--- src/rtl/exception_ctrl.sv ---
// Exception controller for the memory stage.
// Picks the highest-priority exception or interrupt and reports it to CP0.
// It then flushes the pipeline and hands the new fetch PC to the front end.
module exception_ctrl #(
  parameter logic [31:0] EXC_VECTOR   = 32'hBFC00380,
  parameter int          FLUSH_CYCLES = 2
) (
  input  logic        clk,
  input  logic        rst,
  input  logic        exc_valid_i,
  input  logic [7:0]  exc_flags_i,
  input  logic [31:0] pc_i,
  input  logic        delayslot_i,
  input  logic [31:0] mem_addr_i,
  input  logic [31:0] status_i,
  input  logic [31:0] cause_i,
  input  logic [31:0] epc_i,
  input  logic [5:0]  interrupt_i,
  output logic [5:0]  interrupt_o,
  output logic [3:0]  exception_type_o,
  output logic [31:0] cp0_badvaddr_o,
  output logic [31:0] current_pc_o,
  output logic        delayslot_o,
  output logic        flush_o,
  output logic        busy_o,
  output logic        redirect_valid_o,
  output logic [31:0] redirect_pc_o,
  input  logic        redirect_ready_i
);

  localparam logic [3:0] EXC_TYPE_NONE = 4'd0;
  localparam logic [3:0] EXC_TYPE_INT  = 4'd1;
  localparam logic [3:0] EXC_TYPE_IF   = 4'd2;
  localparam logic [3:0] EXC_TYPE_RI   = 4'd3;
  localparam logic [3:0] EXC_TYPE_OV   = 4'd4;
  localparam logic [3:0] EXC_TYPE_BP   = 4'd5;
  localparam logic [3:0] EXC_TYPE_SYS  = 4'd6;
  localparam logic [3:0] EXC_TYPE_ADEL = 4'd7;
  localparam logic [3:0] EXC_TYPE_ADES = 4'd8;
  localparam logic [3:0] EXC_TYPE_ERET = 4'd9;

  localparam logic [3:0] FLUSH_LOAD = 4'(FLUSH_CYCLES - 1);

  typedef enum logic [1:0] {
    IDLE     = 2'd0,
    FLUSH    = 2'd1,
    REDIRECT = 2'd2
  } state_t;

  state_t      state;
  logic [3:0]  flush_cnt;
  logic [5:0]  sync_meta;
  logic        int_pend;
  logic        accept;
  logic [3:0]  next_type;
  logic        unused_bits;

  // Only the IP/IM fields, IE and EXL of Status/Cause matter here.
  assign unused_bits = ^{status_i[31:16], status_i[9:2], cause_i[31:16], cause_i[9:0]};

  assign int_pend = (|(cause_i[15:10] & status_i[15:10])) & status_i[0] & ~status_i[1];
  assign accept   = (state == IDLE) && exc_valid_i && (int_pend || (|exc_flags_i));

  // Fixed-priority pick of the single event to take this cycle.
  always_comb begin
    next_type = EXC_TYPE_NONE;
    if (int_pend)            next_type = EXC_TYPE_INT;
    else if (exc_flags_i[0]) next_type = EXC_TYPE_IF;
    else if (exc_flags_i[1]) next_type = EXC_TYPE_RI;
    else if (exc_flags_i[2]) next_type = EXC_TYPE_OV;
    else if (exc_flags_i[3]) next_type = EXC_TYPE_BP;
    else if (exc_flags_i[4]) next_type = EXC_TYPE_SYS;
    else if (exc_flags_i[5]) next_type = EXC_TYPE_ADEL;
    else if (exc_flags_i[6]) next_type = EXC_TYPE_ADES;
    else if (exc_flags_i[7]) next_type = EXC_TYPE_ERET;
  end

  // Two-flop synchronizer for the asynchronous external interrupt lines.
  always_ff @(posedge clk or negedge rst) begin
    if (!rst) begin
      sync_meta   <= '0;
      interrupt_o <= '0;
    end else begin
      sync_meta   <= interrupt_i;
      interrupt_o <= sync_meta;
    end
  end

  // Controller FSM: latch the event, hold flush, then wait for the redirect handshake.
  always_ff @(posedge clk or negedge rst) begin
    if (!rst) begin
      state            <= IDLE;
      flush_cnt        <= '0;
      exception_type_o <= EXC_TYPE_NONE;
      cp0_badvaddr_o   <= '0;
      current_pc_o     <= '0;
      delayslot_o      <= 1'b0;
      flush_o          <= 1'b0;
      busy_o           <= 1'b0;
      redirect_valid_o <= 1'b0;
      redirect_pc_o    <= '0;
    end else begin
      exception_type_o <= EXC_TYPE_NONE;
      case (state)
        IDLE: begin
          if (accept) begin
            state            <= FLUSH;
            flush_cnt        <= FLUSH_LOAD;
            exception_type_o <= next_type;
            current_pc_o     <= pc_i;
            delayslot_o      <= delayslot_i;
            flush_o          <= 1'b1;
            busy_o           <= 1'b1;
            if (next_type == EXC_TYPE_IF)
              cp0_badvaddr_o <= pc_i;
            else if (next_type == EXC_TYPE_ADEL || next_type == EXC_TYPE_ADES)
              cp0_badvaddr_o <= mem_addr_i;
            redirect_pc_o    <= (next_type == EXC_TYPE_ERET) ? epc_i : EXC_VECTOR;
          end
        end
        FLUSH: begin
          if (flush_cnt == 4'd0) begin
            state            <= REDIRECT;
            flush_o          <= 1'b0;
            redirect_valid_o <= 1'b1;
          end else begin
            flush_cnt <= flush_cnt - 4'd1;
          end
        end
        REDIRECT: begin
          if (redirect_ready_i) begin
            state            <= IDLE;
            redirect_valid_o <= 1'b0;
            busy_o           <= 1'b0;
          end
        end
        default: begin
          state            <= IDLE;
          flush_o          <= 1'b0;
          busy_o           <= 1'b0;
          redirect_valid_o <= 1'b0;
        end
      endcase
    end
  end

endmodule

--- config.mk ---
export PLATFORM = sky130hd
export DESIGN_NAME = exception_ctrl
export DESIGN_NICKNAME = d
export VERILOG_FILES = /design/src/rtl/exception_ctrl.sv
export SDC_FILE = /design/constraint.sdc
export NUM_CORES = 1
export LEC_CHECK = 0
export ABC_AREA = 1
export BUFFER_PORTS_ARGS = -buffer_cell sky130_fd_sc_hd__buf_2
export CAP_MARGIN = 20
export CORE_MARGIN = 3
export CORE_UTILIZATION = 45
export DETAILED_ROUTE_END_ITERATION = 10
export PLACE_DENSITY = 0.88
export SKIP_CTS_REPAIR_TIMING = 1
export SYNTH_ARGS = -nofsm -noshare
export SYNTH_HDL_FRONTEND = slang
export SYNTH_SLANG_ARGS = --single-unit
--- constraint.sdc ---
create_clock -name clk -period 1.7 [get_ports clk]
set_clock_uncertainty 0.1 [all_clocks]
set_input_delay 0.17 -clock clk [delete_from_list [all_inputs] [get_ports clk]]
set_output_delay 0.17 -clock clk [all_outputs]
set_load 0.05 [all_outputs]
Yosys cells after proc, flatten, opt, wreduce, memory -nomap -nowiden
Index checks and enable logic that the tools add are counted.
Storage, ports and cells
  register bits: 122
  bits in latches: 0
  bits in writable memories: 0
  output and inout port bits: 110
  memories kept: 0
  bits of input ports: 179
  ROM bits: 0
Cells by class
  shifts and indexed selects: 0
  div/mod/pow operators: 0
  bitwise logic cells: 7
  eq/ne operators: 10
  $lt $le $gt $ge: 0
  reductions and logical operators: 17
  $add $sub $neg: 1
  multiply operators: 0
  multiplexer cells: 28
Operators with widths (count)
  $mux W32: 3
  $mux W4: 13
  $reduce_and A3 Y1: 6
  $pmux W1 S3: 3
  $eq A4 B4 Y1 const B: 2
  $ne A2 B2 Y1 const B: 4
  $pmux W4 S2: 1
  $reduce_or A8 Y1: 1
  $and A6 B6 Y6: 1
  $mux W2: 3
  $pmux W2 S3: 1
  $reduce_or A6 Y1: 1
  $eq A4 B2 Y1 const B: 1
  $eq A4 B3 Y1 const B: 1
  $logic_not A4 Y1: 1
  $mux W1: 4
  $not A1 Y1: 4
  $reduce_bool A2 Y1: 2
  $sub A4 B1 Y4 const B: 1
  $and A1 B1 Y1: 2
  $eq A2 B1 Y1 const B: 1
  $eq A2 B2 Y1 const B: 1
  $logic_and A1 B1 Y1: 2
  $logic_not A2 Y1: 1
  2 further kinds: 3

Longest topological paths before layout
Gate-level depths: netlist of run 1.
  depth after elaboration: 13
  depth in mapped cells: 14

Worst setup path after synthesis of run 1
No wires, ideal clock.
  path type: input -> register
  start point: input port cause_i[12]
  end point: register cp0_badvaddr_o[10]
  library setup time: 0.119 ns
  data required time: 1.481 ns
  arrival time: 1.271 ns
  stages on the path: 14
  slack: 0.210 ns
  path through: nand2_1 -> nand2_1 -> nor2_1 -> nand2_1 -> nand2_1 -> buf_6 -> nand2_2 -> nor2_4 -> inv_2 -> nand3_2 -> nand2_4 -> buf_6 -> nand2_1 -> nand2_1
Between the ends
  longest elaborated chain between the ends: 9
Ends and longest elaborated chain
  start, declared: RTL line 16  | input logic [31:0] cause_i,
  $and A6 B6 Y6 *: RTL line 61  | assign int_pend = (|(cause_i[15:10] & status_i[15:10])) & status_i[0] & ~status_i[1];
  $reduce_or A6 Y1 *: RTL line 61
  $and A1 B1 Y1 * (2 in series): RTL line 61
  $mux W4: RTL line 67  | if (int_pend) next_type = EXC_TYPE_INT;
  $eq A4 B3 Y1 or $eq A4 B4 Y1 (tied branches): RTL line 116  | else if (next_type == EXC_TYPE_ADEL || next_type == EXC_TYPE_ADES)
  $logic_or A1 B1 Y1: RTL line 116
  $reduce_bool A2 Y1 (no line)
  $reduce_and A3 Y1 (no line)
  end signal, assigned: RTL line 115  | cp0_badvaddr_o <= pc_i;
  end signal, assigned: RTL line 117  | cp0_badvaddr_o <= mem_addr_i;
  end, declared: RTL line 21  | output logic [31:0] cp0_badvaddr_o,
Every way passes the cells marked *; elsewhere a longest branch is shown, timed or not.
A chain may end at the register's enable or synchronous reset.

Worst setup path in the final report of run 1
  start point: register flush_cnt[0]
  end point: register flush_cnt[0]
Between the ends
  longest elaborated chain between the ends: 3
Ends and longest elaborated chain
  start, declared: RTL line 51  | logic [3:0] flush_cnt;
  start signal, assigned: RTL line 127  | flush_cnt <= flush_cnt - 4'd1;
  $sub A4 B1 Y4 or $logic_not A4 Y1 (tied branches): RTL line 127, 122
  $mux W4 or $ne A2 B2 Y1 (tied branches)
  $pmux W4 S2 or $reduce_and A3 Y1 (tied branches)
Parallel ways exist; a longest one is shown, timed or not. The select of a mux whose other input is x is not followed.

==> results.md, run 1 <==
* Cell accounting for the most synthesized area: dfrtp_1
* Final worst setup slack at 0.132 ns
* Most numerous cell in the Yosys netlist: nand2_1
* Placed Instances at 1,019
* Synth top area share at 0.571
* Final setup violation count at 0
* DRT antenna net count at 0
* Buffers added on ports at 238
* Initial antenna violation count at 0
* GRT overflow at 0
* Final Slew Violations at 0
* MaxCap Viol Count at 0
* TritonCTS buffer count at 17
* Pre-CTS WS at -0.144 ns
* Measured slew at the worst slew-check pin at 0.364 ns
* DRC viols at 0
* Gr usage total at 0.229
* Clock Root Buffer: clkbuf_16
* Later-pin clock latency in the skew report at 0.40 ns
* # diodes at 0
* CP Capture Type: flip-flop
* Most frequent CP cell: inv_1
* Die Area at around 13,000 sq um
* Worst-path clk slew at around 0.060 ns
* Synth area leaders: dfrtp_1 57%, nand2_1 21%, nand3_1 5.1%, nand4_1 3.9%, nor2_1 3.4%
* Min-Delay Startpoint: mem_addr_i[16]
* Post-synth top flop: dfrtp_1
* Post-synthesis cell area at between 5000 and 6000 sq um
* CP max stage cell: dfrtp_1
* Die width at 115 microns
* Unrepaired setup endpoints after global routing: no
* P_leak at approximately 0.0046 uW
* Pin count of the biggest net entering global routing at 68
* Reg2Reg Depth at 7
* Hold Path End: cp0_badvaddr_o[16]$_DFFE_PN0P_
* First-pass GRT wire length at 23.9 mm
* Setup_tns at 0 ns
* CP Cell Sequence: inv_1 -> ha_1 -> a31oi_2 -> inv_1 -> nand2_1 -> nor2_1 -> a21oi_1
* Share of flip-flops with an asynchronous set or reset at 1.00
* Cell Rows at 39
* Power density over the cells at 1670 nW/um^2
* Worst r2r src: flush_cnt[0]$_DFFE_PN0P_
* Max transition margin at 0.757
* Tcrit/Tclk final at 0.922
* Register area at 3050 sq um
* Status: finished with violations
* Buf/Inv on CP at 2
* Drt first pass iters at 6
* Crit Path Max Fanout at 4
* Fmax at 0.638 GHz
* Met3 usage at 0.0558
* Number of flops mapped to enable cells by yosys at 0
* Finished Layout Cells at 1,125
* Crit path largest cell delay at 0.38 ns
* Tmin final at between 1.5 and 2 ns
* Core area at ~12,000 sq um
* Worst EP required at 1.93 ns
* Via density at 5.27
* Hold_ws at -0.0278 ns
* Vias at 5,927
* Layout cell share with drive strength beyond 1 at 0.331
* Post-synthesis sequential area ratio at 0.571
* # IOs at 289
* DRT iter0 DRCs at 793
* Routed WL per cell at 16.6 microns
* FF+latch count, synth at 122
* Hold Violations, Final at 15
* CTS H-tree depth at 4
* Most common library cells after synthesis: 295 x nand2_1, 122 x dfrtp_1, 55 x nand3_1
* CP Class: flip-flop to flip-flop
* Syn Inst Count at between 600 and 700
* Vias in the first global route at 4,885
* TritonCTS clock tree: yes
* Hold Crit Class: input port to flip-flop
* Multi-input gate area at 2030 sq um
* Max VDD drop at 0.00146 V
* Failing checks: negative hold slack
* Arrival time of the worst setup path at roughly 1.8 ns
* Setup crit start kind: flip-flop
* Fin nets at 1,150
* Clk sinks at 122
* WHS Path Cells at 5
* Avg Cell Area, Syn at 8.33 sq um
* Power consumption at between 10,000 and 15,000 uW
* Routed WL at between 15 and 20 mm
* Post-Place Cell Area at approximately 6900 sq um
* Post-Layout Inst Area at 8180 sq um
* Mapped Nets at 823
* CTS max path bufs at 2
* GR Util met1 at 0.290
* Post-synth cell types at 30
* Die height at 115 microns
* Area Overhead vs Synth at 53.1%
* Met2 Resource Use GR at 0.388
* GPL Wtd Cong at between 0.8 and 0.9
* R2R setup slack at 0.13 ns
* Starting Density at 0.464
* FILL cells at 796
* Worst path top cell family by delay: compound AO/OA/AOI/OAI gates
* Most used routing layer: met2
* YS warnings at 0
* R2r endpoint: flush_cnt[0]$_DFFE_PN0P_
* DP HPWL at ~11 mm
[per-layer routing]
metal / share of wire / vias to the layer above / wire length, microns
li1: - / 2698 / -
met4: 0.037 / 0 / 684
met2: 0.52 / 374 / 9700
met5: 0 / - / 0
met1: 0.37 / 2776 / 6950
met3: 0.074 / 79 / 1380
[flip-flops by register name (all words and copies together) (netlist names), 2 cells and up]
register,flops
flush_cnt,4
cp0_badvaddr_o,32
current_pc_o,32
interrupt_o,6
state,2
exception_type_o,4
sync_meta,6
redirect_pc_o,32
[cell families after synthesis]
group / after synthesis / synth area share
simple gates: 444 / 0.350
flops: 122 / 0.571
buf+inv: 59 / 0.0548
compound gates: 13 / 0.0164
xor+xnor: 2 / 0.00328
fa+ha+maj: 2 / 0.00468
[worst register-to-register path: stages, from the launching register on]
cell and delay, ns:
dfrtp_1 0.38, inv_1 0.09, ha_1 0.21, a31oi_2 0.26, inv_1 0.11, nand2_1 0.14, nor2_1 0.07, a21oi_1 0.13
[how the worst max path moves through the flow]
stage,from,end,slack (ns),cells after the start
floorplan,cause_i[12],cp0_badvaddr_o[10]$_DFFE_PN0P_,0.21,14
global placement,cause_i[11],redirect_pc_o[9]$_DFFE_PN0P_,-0.13,13
detailed placement,cause_i[11],redirect_pc_o[24]$_DFFE_PN0P_,-0.14,13
CTS,state[0]$_DFFE_PN0P_,redirect_pc_o[7]$_DFFE_PN0P_,-0.03,7
global route,state[1]$_DFFE_PN0P_,redirect_pc_o[3]$_DFFE_PN0P_,0.01,6
finish,flush_cnt[0]$_DFFE_PN0P_,flush_cnt[0]$_DFFE_PN0P_,0.13,7
[metrics by stage]
step / hold WS (ns) / util
global placement: 0.101 / 0.596
finish: -0.0278 / 0.711
detailed placement: 0.101 / 0.596
CTS: -0.324 / 0.644
floorplan: -0.226 / -
global route: 0.00316 / 0.711
[cell type report]
cell class              instances  area share
flip-flops and latches        122       0.373
well taps                     143      0.0219
clock buffers                  17      0.0520
clock inverters                15      0.0157
repair buffers                346       0.280
inverters                      21     0.00963
multi-input cells             461       0.248
[layout by cell type (no fill, tap or decap), types with 3 or more instances in the layout]
cell and instances:
buf_2 237, buf_12 8, clkinv_4 4, dfrtp_1 122
nand4_1 33, clkbuf_16 17, inv_2 7, a21oi_1 5
nand3_1 55, clkinv_2 5, nand2_1 295, dlygate4sd3_1 74
clkinvlp_4 4, buf_4 27, nor2_1 47, nand2_2 3
inv_1 14
[report_power, final]
| group | total, uW | internal [uW] | switching (uW) |
|---|---|---|---|
| logic | 6120 | 1530 | 4590 |
| registers | 4240 | 3740 | 494 |
| clock network | 3320 | 2000 | 1320 |
| total | 13700 | 7280 | 6400 |
No activity file was read; power rests on OpenSTA's default activity.
==> run 2, diff against run 1 <==
==> constraint.sdc (replaced) <==
create_clock -name clk -period 1.5 [get_ports clk]
set_clock_uncertainty 0.1 [all_clocks]
set_input_delay 0.15 -clock clk [delete_from_list [all_inputs] [get_ports clk]]
set_output_delay 0.15 -clock clk [all_outputs]
set_load 0.05 [all_outputs]
==> results.md, run 2 (synthesis gave the netlist of run 1 again) <==
* Failing checks: negative hold slack, negative setup slack
* Tcrit/Tclk final at 1.05 (+0.124)
* Crit Path Max Fanout at 6 (+2)
* Placed Instances at 1,036 (+1.7%)
* Worst EP required at 1.69 ns (-0.24 ns)
* Pre-CTS WS at -0.335 ns (-0.191 ns)
* Clock share of power at 0.239 (-0.004)
* CTS max path bufs at 2 (unchanged)
* TritonCTS buffer count at 17 (unchanged)
* Vias in the first global route at 5,216 (+6.8%)
* CP Capture Type: flip-flop
* Pin count of the biggest net entering global routing at 38 (-44%)
* Setup crit start kind: flip-flop
* P_int at 8690 uW (+19%)
* DRC viols at 0 (unchanged)
* Die height at 115 microns (unchanged)
* Power share of the sequential group at 0.294 (-0.016)
* Worst-path clk slew at 0.06 ns (about the same)
* GPL Wtd Cong at 0.873 (+0.97%)
* Register area at 3050 sq um (unchanged)
* Fmax at 0.637 GHz (-0.12%)
* Routed WL per cell at 18.1 microns (+9.1%)
* Most frequent cells in the layout: 290 x nand2_1, 237 x buf_2, 122 x dfrtp_1
* TritonCTS clock tree: yes
* Initial antenna violation count at 1 (+1)
* Fin nets at 1,191 (+3.6%)
* Drt first pass iters at 6 (unchanged)
* FILL cells at 701 (-12%)
* Cell Rows at 39 (unchanged)
* DRT antenna net count at 0 (unchanged)
* Power consumption at 16,300 uW (+19%)
* Multi-input gate area at 2220 sq um (+9.4%)
* Measured slew at the worst slew-check pin at 0.545 ns (+0.181 ns)
* Final setup violation count at 45 (+45)
* CP Class: flip-flop to flip-flop
* Hold Crit Class: input port to flip-flop
* Status: finished with violations
* Vias at 6,247 (+5.4%)
* Layout cell share with drive strength beyond 1 at 0.380 (+0.0493)
* Die Area at 13,200 sq um (unchanged)
* Clock Root Buffer: clkbuf_16
* Arrival time of the worst setup path at 1.76 ns (-0.03 ns)
* Switching Share at 0.466 (-0.00190)
* Area Overhead vs Synth at 65.6%
* Max transition margin at 0.636 (-0.121)
* Unrepaired setup endpoints after global routing: yes
* Finished Layout Cells at 1,167 (+3.7%)
* Clk sinks at 122 (unchanged)
* Tmin final at 1.57 ns (+0.00193 ns)
* DRT iter0 DRCs at 750 (-5.4%)
* Util after Layout at 0.769 (+0.0582)
* GRT overflow at 0 (unchanged)
* Die width at 115 microns (unchanged)
* Setup_tns at -0.881 ns (-0.881 ns)
* DP HPWL at 11.7 mm (+2.4%)
* Final Slew Violations at 0 (unchanged)
* Gr usage total at 0.241 (+0.0117)
* Later-pin clock latency in the skew report at 0.41 ns (about the same)
* Final worst setup slack at -0.0699 ns (-0.202 ns)
* # IOs at 289 (unchanged)
* Buffers added on ports at 238 (unchanged)
* Max VDD drop at 0.00139 V (-4.7%)
* Starting Density at 0.464 (unchanged)
* MaxCap Viol Count at 0 (unchanged)
* P_leak at 0.00487 uW (+5.6%)
* Power density over the cells at 1840 nW/um^2 (+10%)
* Gate power share at 0.467 (+0.019)
* Top Registers: cp0_badvaddr_o x32, current_pc_o x32, redirect_pc_o x32
* CTS H-tree depth at 4 (unchanged)
* Most common cell after layout, fill and taps aside: nand2_1
* Via density at 5.35 (+1.6%)
* Core area at 11,500 sq um (unchanged)
* Switching pwr at 7590 uW (+19%)
* Hold_ws at -0.0405 ns (-0.0127 ns)
* Routed WL at 21.2 mm (+13%)
* Hold Violations, Final at 13 (-2)
* First-pass GRT wire length at 24.9 mm (+4.1%)
-- run 2: changes by cell type in the layout (fill, tap and decap cells not counted), sizes merged --
cell / delta
dlygate4sd3: +11
buf: +26
clkinvlp: -1
clkbuf: +5
diode: +1
-- run 2: power by group through the flow --
stage | clock network [uW] | registers, uW | logic [uW]
after global placement | 0 | 4760 | 6620
final | 3890 | 4790 | 7590
after floorplan | 0 | 7820 | 1690
after CTS | 3900 | 4740 | 6770
after global routing | 4090 | 4870 | 7990
after detailed placement | 0 | 4760 | 6770
-- run 2: layer usage --
metal  global-route usage  share of wire  up-vias
met1                0.297           0.37     2960
met4                0.112          0.051        0
met2                0.405           0.51      405
met5                    0              0        -
met3               0.0511          0.076      100
li1                     -              -     2782
-- run 2: stage by stage --
stage / hold slack (ns) / cell area (sq um)
after floorplan: -0.246 / 5350
final: -0.0405 / 8850
after detailed placement: 0.0541 / 7000
after CTS: -0.383 / 7560
after global routing: -0.00432 / 8850
after global placement: 0.0547 / 7000
-- run 2: worst paths after layout --
path | startpoint | to | slack (ns) | cells past startpoint
worst max-delay path | state[1]$_DFFE_PN0P_ | redirect_pc_o[27]$_DFFE_PN0P_ | -0.07 | 7
worst min-delay path | mem_addr_i[29] | cp0_badvaddr_o[29]$_DFFE_PN0P_ | -0.04 | 5
worst max register to register | state[1]$_DFFE_PN0P_ | redirect_pc_o[27]$_DFFE_PN0P_ | -0.07 | 7
worst min register to register | sync_meta[1]$_DFF_PN0_ | interrupt_o[1]$_DFF_PN0_ | 0.25 | 0
max in group asynchronous | rst | flush_cnt[3]$_DFFE_PN0P_ | 0.50 | 3
min in group asynchronous | rst | interrupt_o[4]$_DFF_PN0_ | 0.20 | 2
-- run 2: cell type report --
cell class / count / share of cell area
Clock buffer: 18 / 0.0496
Multi-Input combinational cell: 461 / 0.251
Tap cell: 143 / 0.0202
Clock inverter: 14 / 0.0141
Inverter: 21 / 0.00947
Timing Repair Buffer: 387 / 0.311
Antenna cell: 1 / 0.000283
Sequential cell: 122 / 0.345
-- run 2: worst max-delay path: stages (launching register included) --
cell and delay [ns]:
dfrtp_1 0.41, nor2_4 0.15, nand3_4 0.14, a21oi_4 0.19, nand2_4 0.09, buf_12 0.15
nor2_1 0.13, nor2_1 0.08
==> run 3, diff against run 2 <==
--- a/config.mk
+++ b/config.mk
@@ -9,9 +9,10 @@
 export BUFFER_PORTS_ARGS = -buffer_cell sky130_fd_sc_hd__buf_2
 export CAP_MARGIN = 20
 export CORE_MARGIN = 3
-export CORE_UTILIZATION = 45
+export CORE_UTILIZATION = 46
+export CTS_BUF_LIST = sky130_fd_sc_hd__clkbuf_4
 export DETAILED_ROUTE_END_ITERATION = 10
-export PLACE_DENSITY = 0.88
+export PLACE_DENSITY = 0.9
 export SKIP_CTS_REPAIR_TIMING = 1
 export SYNTH_ARGS = -nofsm -noshare
 export SYNTH_HDL_FRONTEND = slang
==> results.md, run 3 (synthesis gave the netlist of run 1 again) <==
* Crit Path Max Fanout at 4 (-2)
* Most frequent cells in the layout: 288 x nand2_1, 209 x buf_2, 122 x dfrtp_1
* Area Overhead vs Synth at 63.9%
* Max transition margin at 0.507 (-0.129)
* Drt first pass iters at 6 (unchanged)
* Via density at 5.49 (+2.5%)
* CTS H-tree depth at 4 (unchanged)
* Failing checks: negative setup slack
* Later-pin clock latency in the skew report at 0.53 ns (+0.12 ns)
* Power density over the cells at 1730 nW/um^2 (-5.9%)
* Layout cell share with drive strength beyond 1 at 0.367 (-0.0130)
* First-pass GRT wire length at 24.9 mm (about the same)
* Pin count of the biggest net entering global routing at 55 (+45%)
* CTS max path bufs at 2 (unchanged)
* Top Registers: cp0_badvaddr_o x32, current_pc_o x32, redirect_pc_o x32
* Cell Rows at 38 (-2.6%)
* Core area at 11,100 sq um (-3.8%)
* CP max stage cell: dfrtp_1
* Fin nets at 1,200 (+0.76%)
* Most frequent CP cell: nor2_1
* # IOs at 289 (unchanged)
* DRT antenna net count at 0 (unchanged)
* Max VDD drop at 0.00158 V (+14%)
* Starting Density at 0.483 (+0.0184)
* GRT overflow at 0 (unchanged)
* DRT iter0 DRCs at 778 (+3.7%)
* MaxCap Viol Count at 0 (unchanged)
* Multi-input gate area at 2250 sq um (+1.5%)
* TritonCTS clock tree: yes
* Die height at 114 microns (-1.0%)
* Setup crit start kind: flip-flop
* Unrepaired setup endpoints after global routing: yes
* Tcrit/Tclk final at 1.12 (+0.0693)
* DRC viols at 0 (unchanged)
* Status: finished with violations
* Vias at 6,446 (+3.2%)
* Routed WL per cell at 19.1 microns (+5.2%)
* Final setup violation count at 70 (+56%)
* Hold Crit Class: input port to flip-flop
* Final worst setup slack at -0.174 ns (-0.104 ns)
* Worst-path clk slew at 0.12 ns (+0.06 ns)
* Initial antenna violation count at 1 (unchanged)
* Die width at 114 microns (-1.0%)
* Power consumption at 15,200 uW (-6.8%)
* Clock Root Buffer: clkbuf_4
* Buffers added on ports at 238 (unchanged)
* Fmax at 0.597 GHz (-6.2%)
* Gr usage total at 0.246 (+0.00532)
* CP Capture Type: flip-flop
* TritonCTS buffer count at 17 (unchanged)
* GPL Wtd Cong at 0.929 (+6.4%)
* Register area at 3050 sq um (unchanged)
* FILL cells at 619 (-12%)
* Most common cell after layout, fill and taps aside: nand2_1
* Tmin final at 1.67 ns (+0.104 ns)
* DP HPWL at 11.8 mm (+0.41%)
* Clk sinks at 122 (unchanged)
* Worst EP required at 1.82 ns (+0.13 ns)
* Measured slew at the worst slew-check pin at 0.737 ns (+0.191 ns)
* Crit path largest cell delay at 0.45 ns (+0.04 ns)
* Hold Violations, Final at 0 (-13)
* Arrival time of the worst setup path at 2.00 ns (+0.24 ns)
* P_leak at 0.00476 uW (-2.1%)
* CP Cell Sequence: buf_4 -> nor2_1 -> inv_1 -> a31oi_4 -> nand4_1 -> xor2_1 -> nor2_1
* Vias in the first global route at 5,070 (-2.8%)
* CP Class: flip-flop to flip-flop
* Setup_tns at -5.18 ns (-4.30 ns)
* Final Slew Violations at 0 (unchanged)
* Die Area at 13,000 sq um (-2.1%)
* Routed WL at 22.4 mm (+5.9%)
* Hold_ws at 0.0643 ns (+0.105 ns)
[run 3: cell count changes in the layout (fill, tap and decap cells not counted), sizes merged]
| cell | change |
|---|---|
| clkbuf | +25 |
| inv | +2 |
| dlygate4sd3 | +25 |
| diode | +2 |
| clkinv | -3 |
| clkinvlp | -2 |
| nand2 | +1 |
| bufinv | +3 |
| buf | -42 |
[run 3: final cells by class]
class,count,area share
Sequential cell,122,0.348
Timing Repair Buffer,395,0.327
Multi-Input combinational cell,462,0.257
Clock inverter,14,0.0221
Tap cell,140,0.0200
Clock buffer,18,0.0154
Inverter,21,0.00899
Antenna cell,3,0.000857
[run 3: final timing paths]
| path | startpoint | end | cells after the start | slack, ns |
|---|---|---|---|---|
| max | state[1]$_DFFE_PN0P_ | flush_cnt[3]$_DFFE_PN0P_ | 7 | -0.17 |
| min | exc_flags_i[2] | exception_type_o[3]$_DFF_PN0_ | 7 | 0.06 |
| max reg2reg | state[1]$_DFFE_PN0P_ | flush_cnt[3]$_DFFE_PN0P_ | 7 | -0.17 |
| min reg2reg | sync_meta[3]$_DFF_PN0_ | interrupt_o[3]$_DFF_PN0_ | 0 | 0.25 |
| max in group asynchronous | rst | cp0_badvaddr_o[19]$_DFFE_PN0P_ | 3 | 0.07 |
| min in group asynchronous | rst | current_pc_o[26]$_DFFE_PN0P_ | 3 | 0.07 |
[run 3: where the power goes]
group / internal (uW) / switching, uW / leakage, uW
sequential: 4230 / 600 / 0.00150
combinational: 2130 / 5510 / 0.00308
clock: 1350 / 1340 / 0.000175
[run 3: worst max-delay path, delay by kind of cell (launching register included)]
| family | cells | cell delay [ns] |
|---|---|---|
| XOR/XNOR | 1 | 0.18 |
| flip-flops | 1 | 0.45 |
| AND/OR/NAND/NOR | 3 | 0.35 |
| AO/OA/AOI/OAI | 1 | 0.21 |
| buffers and inverters | 2 | 0.27 |
[run 3: metal layers]
layer,routed length (microns),share of wire,global-route usage,vias to the layer above
met2,11200,0.50,0.402,550
li1,-,-,-,2797
met4,1600,0.071,0.111,0
met1,7480,0.33,0.307,2932
met5,0,0,0,-
met3,2110,0.094,0.0653,167
[run 3: metrics by stage]
stage	area, sq um	worst slack, ns	std cells	util
finish	8760	-0.174	1175	0.791
global route	8760	-0.228	1173	0.791
CTS	7210	-0.242	1055	0.651
detailed placement	6880	-0.305	1023	0.621
global placement	6880	-0.211	1023	0.621
floorplan	5350	0.0161	642	-
